## config.mk

```make
export PLATFORM = sky130hd
export DESIGN_NAME = set_map_scanner
export DESIGN_NICKNAME = d
export VERILOG_FILES = /design/src/rtl/set_map_scanner.sv
export SDC_FILE = /design/constraint.sdc
export NUM_CORES = 1
export LEC_CHECK = 0
export BUFFER_PORTS_ARGS = -buffer_cell sky130_fd_sc_hd__buf_2
export CAP_MARGIN = 20
export CORE_MARGIN = 4
export CORE_UTILIZATION = 35
export CTS_BUF_LIST = sky130_fd_sc_hd__clkbuf_4
export DETAILED_ROUTE_END_ITERATION = 7
export PLACE_DENSITY = 0.59
export SYNTH_ARGS = -nofsm -noshare
export SYNTH_HDL_FRONTEND = slang
export SYNTH_SLANG_ARGS = --single-unit
```

## constraint.sdc

```tcl
create_clock -name Clk -period 3.6 [get_ports Clk]
set_input_delay 0.72 -clock Clk [delete_from_list [all_inputs] [get_ports Clk]]
set_output_delay 0.72 -clock Clk [all_outputs]
set_load 0.03 [all_outputs]
```

## src/rtl/set_map_scanner.sv

```systemverilog
// Bitmap scanner: accepts a DATA_Y_W x DATA_X_W bitmap and emits the coordinates of its
// set bits in raster order (row 0 first, LSB first) over a valid/ready handshake.
module set_map_scanner #(
  parameter int DATA_X_W = 7,
  parameter int DATA_Y_W = 5
) (
  input  logic                                        Clk,
  input  logic                                        Rst_n,
  input  logic                                        Flush,
  input  logic                                        MapValid,
  output logic                                        MapReady,
  input  logic [DATA_X_W-1:0]                         MapIn [DATA_Y_W],
  output logic                                        CoordValid,
  input  logic                                        CoordReady,
  output logic [DATA_X_W-1:0]                         CoordOhX,
  output logic [DATA_Y_W-1:0]                         CoordOhY,
  output logic [((DATA_X_W > 1) ? $clog2(DATA_X_W) : 1)-1:0] CoordX,
  output logic [((DATA_Y_W > 1) ? $clog2(DATA_Y_W) : 1)-1:0] CoordY,
  output logic                                        CoordLast,
  output logic [$clog2(DATA_X_W*DATA_Y_W+1)-1:0]      CoordIdx,
  output logic                                        Done
);

  localparam int N   = DATA_X_W * DATA_Y_W;
  localparam int XIW = (DATA_X_W > 1) ? $clog2(DATA_X_W) : 1;
  localparam int YIW = (DATA_Y_W > 1) ? $clog2(DATA_Y_W) : 1;
  localparam int IW  = $clog2(N + 1);
  localparam logic [N-1:0]  ONE_N   = N'(1);
  localparam logic [IW-1:0] IDX_ONE = IW'(1);
  localparam logic [IW-1:0] IDX_MAX = IW'(N);

  typedef enum logic [0:0] {IDLE = 1'b0, SCAN = 1'b1} state_t;

  state_t         state_q, state_d;
  logic [N-1:0]   map_q, map_d;
  logic [IW-1:0]  idx_q, idx_d;
  logic           done_q, done_d;

  logic [N-1:0]        map_in_flat_s;
  logic [N-1:0]        oh_flat_s;
  logic                last_s;
  logic                valid_s;
  logic [DATA_X_W-1:0] ohx_s;
  logic [DATA_Y_W-1:0] ohy_s;
  logic [XIW-1:0]      cx_s;
  logic [YIW-1:0]      cy_s;

  // Flatten the row-indexed input so raster order equals flat bit order.
  always_comb begin
    map_in_flat_s = '0;
    for (int y = 0; y < DATA_Y_W; y++) begin
      map_in_flat_s[y*DATA_X_W +: DATA_X_W] = MapIn[y];
    end
  end

  // Lowest set flat bit is the next raster coordinate; decode it into X/Y views.
  always_comb begin
    oh_flat_s = map_q & (~map_q + ONE_N);
    last_s    = ((map_q & ~oh_flat_s) == '0);
    ohx_s     = '0;
    ohy_s     = '0;
    cx_s      = '0;
    cy_s      = '0;
    for (int y = 0; y < DATA_Y_W; y++) begin
      for (int x = 0; x < DATA_X_W; x++) begin
        ohx_s[x] = ohx_s[x] | oh_flat_s[y*DATA_X_W + x];
        ohy_s[y] = ohy_s[y] | oh_flat_s[y*DATA_X_W + x];
        cx_s     = cx_s | ({XIW{oh_flat_s[y*DATA_X_W + x]}} & XIW'(x));
        cy_s     = cy_s | ({YIW{oh_flat_s[y*DATA_X_W + x]}} & YIW'(y));
      end
    end
  end

  // Coordinate outputs are forced to zero whenever no coordinate is presented.
  always_comb begin
    valid_s    = (state_q == SCAN);
    CoordValid = valid_s;
    MapReady   = (state_q == IDLE);
    CoordIdx   = idx_q;
    Done       = done_q;
    if (valid_s) begin
      CoordOhX  = ohx_s;
      CoordOhY  = ohy_s;
      CoordX    = cx_s;
      CoordY    = cy_s;
      CoordLast = last_s;
    end else begin
      CoordOhX  = '0;
      CoordOhY  = '0;
      CoordX    = '0;
      CoordY    = '0;
      CoordLast = 1'b0;
    end
  end

  // Next-state logic; Flush overrides every other event and suppresses Done.
  always_comb begin
    state_d = state_q;
    map_d   = map_q;
    idx_d   = idx_q;
    done_d  = 1'b0;
    if (Flush) begin
      state_d = IDLE;
      map_d   = '0;
      idx_d   = '0;
    end else begin
      case (state_q)
        IDLE: begin
          if (MapValid) begin
            map_d = map_in_flat_s;
            idx_d = '0;
            if (map_in_flat_s == '0) begin
              done_d = 1'b1;
            end else begin
              state_d = SCAN;
            end
          end else begin
            state_d = IDLE;
          end
        end
        SCAN: begin
          if (CoordReady) begin
            map_d = map_q & ~oh_flat_s;
            idx_d = (idx_q == IDX_MAX) ? idx_q : (idx_q + IDX_ONE);
            if (last_s) begin
              state_d = IDLE;
              done_d  = 1'b1;
            end else begin
              state_d = SCAN;
            end
          end else begin
            state_d = SCAN;
          end
        end
        default: begin
          state_d = IDLE;
          map_d   = '0;
          idx_d   = '0;
        end
      endcase
    end
  end

  // State registers with asynchronous active-low reset.
  always_ff @(posedge Clk or negedge Rst_n) begin
    if (!Rst_n) begin
      state_q <= IDLE;
      map_q   <= '0;
      idx_q   <= '0;
      done_q  <= 1'b0;
    end else begin
      state_q <= state_d;
      map_q   <= map_d;
      idx_q   <= idx_d;
      done_q  <= done_d;
    end
  end

endmodule
```

==> flow_summary.yaml <==
grt:
  grt_remaining_overflow: 0
  grt_max_degree: 44
  use_met1_pct: 33.38
  grtUsageTotal_pct: 23.84
  grt_pass1_vias: 3654
  antenna_found_initial: 0
  met3_usage_pct: 3.512
  grt_pass1_wl_mm: 19.28
  met2_usage_pct: 37.17
  top_usage_layer: "met2"
power_and_ir_drop:
  peakVddDrop_mv: 0.1732
  p_per_area_mw_per_mm2: 354.7
  power.leakage_nw: 1.846
  power.total_w: 0.001442
setup_path:
  reg2reg_slack_ns: 1.02
  cp_max_fo: 7
  worstReg2RegEnd: "CoordValid"
  startpoint_type: "register"
  path_class: "register to primary output"
  worstPathRequired_ns: 2.88
  r2r_cells: 9
  r2r-start: "map_q[14]"
  cp.arrival_ns: 2.84
  cp-end-kind: "primary output"
run:
  max_cap_violations: 0
synthesis:
  yosysSeqAreaShare_pct: 35.03
  post_synth_num_cell_types: 50
  syn_area_mm2: 0.003072
  synth-edff-count: 0
  yosysTopAreaCellShare_pct: 35.03
  synth_warnings: 0
  async_reset_ff_share_pct: 100.0
  synth.ff_latch_count: 43
  avgSynthCellArea_um2: 7.698
  synthesis.nets: 440
  synth_largest_area_cell: "dfrtp_1"
  ys.flop_type: "dfrtp_1"
  synthesis.instances: 399
  synthTopCellsByArea: "dfrtp_1 (35%), a22o_1 (9.1%), o21ai_0 (8.3%), nand2_1 (5.6%), nor2_1 (5.1%)"
timing:
  hold_viol_final: 0
  worst-slew-pin-transition_ns: 0.6732
  max_freq_mhz: 280.6
  setup_viol: 0
  finClkSkew_ns: 0.01719
  fin_crit_ns: 3.564
  finalWorstSetupSlack_ns: 0.03593
  slew_headroom_pct: 55.12
  period_share_pct: 99.00
  rsz0062_at_grt: "yes"
  drv_slew: 0
routing:
  drtAntennaViolNets: 0
  routed_wirelength_mm: 12.27
  vias_per_cell: 6.158
  drtIter0Drc: 335
  vias: 3701
  dr.pass1.iters: 5
  post-route-drc-count: 0
  post_drt_wl_per_cell_um: 20.41
hold_path:
  min_path_type: "primary input to async pin"
layout:
  area_delta_synth_final_pct: 32.34
  fin_nets: 536
  fillCellCount: 852
  layout_commonest_cell: "buf_2"
  mostFrequentLayoutCells: "buf_2 (63), buf_4 (48), nand2_1 (46), o21ai_0 (46), nor2_1 (38)"
  postLayoutCellArea_mm2: 0.004065
  drive_above_1_share_pct: 34.07
  antenna_cells: 0
floorplanning:
  die_w_um: 101.7
  rows: 33
  core-area_mm2: 0.008382
  pin_count: 68
  initial_core_util_pct: 36.65
  die_h_um: 101.7
  die-area_mm2: 0.01034
clock_network:
  ctsHtreeMaxLevel: 2
  cts_sinks: 43
  tritoncts: "done"
  cts_buffer_depth: 2
  cts_buffers: 5
  worstSkewPairLatency_ns: 0.37
  cts_hold_buffers: 0
  root_buffer: "clkbuf_4"
  clk_pin_slew_ns: 0.15
placement:
  place_ws_ns: 0.1706
  hpwl_mm: 8.997
  io_buffer_count: 67
  gp_routability_congestion: 0.9870
  placed_area_mm2: 0.003671
outcome:
  outcome: "finished clean"
-- worst max-delay path by stage --
stage | startpoint | end | slack, ns | cells after the start
after CTS | map_q[17] | CoordLast | 0.001 | 9
after global placement | map_q[9] | CoordY[0] | 0.22 | 8
after global routing | map_q[3] | CoordLast | -0.06 | 12
final | map_q[14] | CoordLast | 0.04 | 9
after floorplan | map_q[1] | CoordLast | 0.31 | 8
after detailed placement | map_q[9] | CoordLast | 0.17 | 9
-- cells in the mapped netlist (2+ instances only) --
library cell	count
a21oi_1	19
a221oi_1	2
a222oi_1	2
a22o_1	32
a31oi_1	3
and2_1	4
and3_1	2
clkbuf_1	23
dfrtp_1	43
inv_1	10
nand2_1	46
nand2b_1	5
nand3_1	10
nand4_1	11
nor2_1	42
nor2b_1	3
nor3_1	26
nor4_1	23
o2111ai_1	2
o21a_1	4
o21ai_0	51
o31a_1	2
o31ai_1	3
or2_2	2
or3_1	2
or4_1	2
xor2_1	2
-- worst max-delay path: stages (launching register included) --
cell and delay (ns):
dfrtp_1 0.50, nor4_1 0.31, nand4_1 0.20, buf_4 0.20, or3_4 0.39, o21a_1 0.19
nor4_2 0.17, nand4_1 0.17, nor2_1 0.17, buf_4 0.19
-- through the flow --
step	utilization [%]	setup TNS, ns	instances	hold WS [ns]
floorplan	-	0	399	0.4244
global placement	43.80	0	577	0.5480
detailed placement	43.80	0	577	0.5484
CTS	45.96	0	594	0.5419
global route	48.50	-0.1283	601	0.1845
finish	48.50	0	601	0.1864
-- registers in the layout (all words and copies together) (netlist names) --
register / count
Done: 1
CoordIdx: 6
map_q: 35
CoordValid: 1
-- cells by family (layout without fill, tap and decap cells) --
family,Yosys count,after routing,synth area share (%)
compound gates,130,130,27.82
simple gates,187,187,31.36
buf+inv,36,133,4.806
xor+xnor,2,2,0.5704
fa+ha+maj,1,1,0.4073
flops,43,43,35.03
-- routing by layer --
metal | up-vias | share of wire (%)
met4 | 0 | 3.3
met3 | 41 | 7.4
met1 | 1784 | 43
li1 | 1692 | -
met5 | - | 0
met2 | 184 | 46
-- repair_timing --
item,4_1_cts,5_1_grt
cloned,0,0
resized for setup,19,37
setup buffers,9,6
endpoints found under the setup margin,5,10
pin swaps,3,13
-- where the power goes --
part	switching (W)	internal, W	total (W)
Sequential	0.0000498	0.000511	0.000561
Combinational	0.000376	0.000251	0.000627
Clock	0.000171	0.0000832	0.000254
Total	0.000597	0.000845	0.00144
-- cell type report --
cell class / instances / area [um2] / share of cell area (%)
clock buffers: 6 / 45.04 / 1.108
clock inverters: 2 / 12.51 / 0.3078
inverters: 10 / 37.54 / 0.9234
multi-input cells: 320 / 2018 / 49.65
flip-flops and latches: 43 / 1091 / 26.84
well taps: 105 / 131.4 / 3.232
repair buffers: 115 / 729.5 / 17.94
Note: power is estimated with default switching activity, not from simulation.
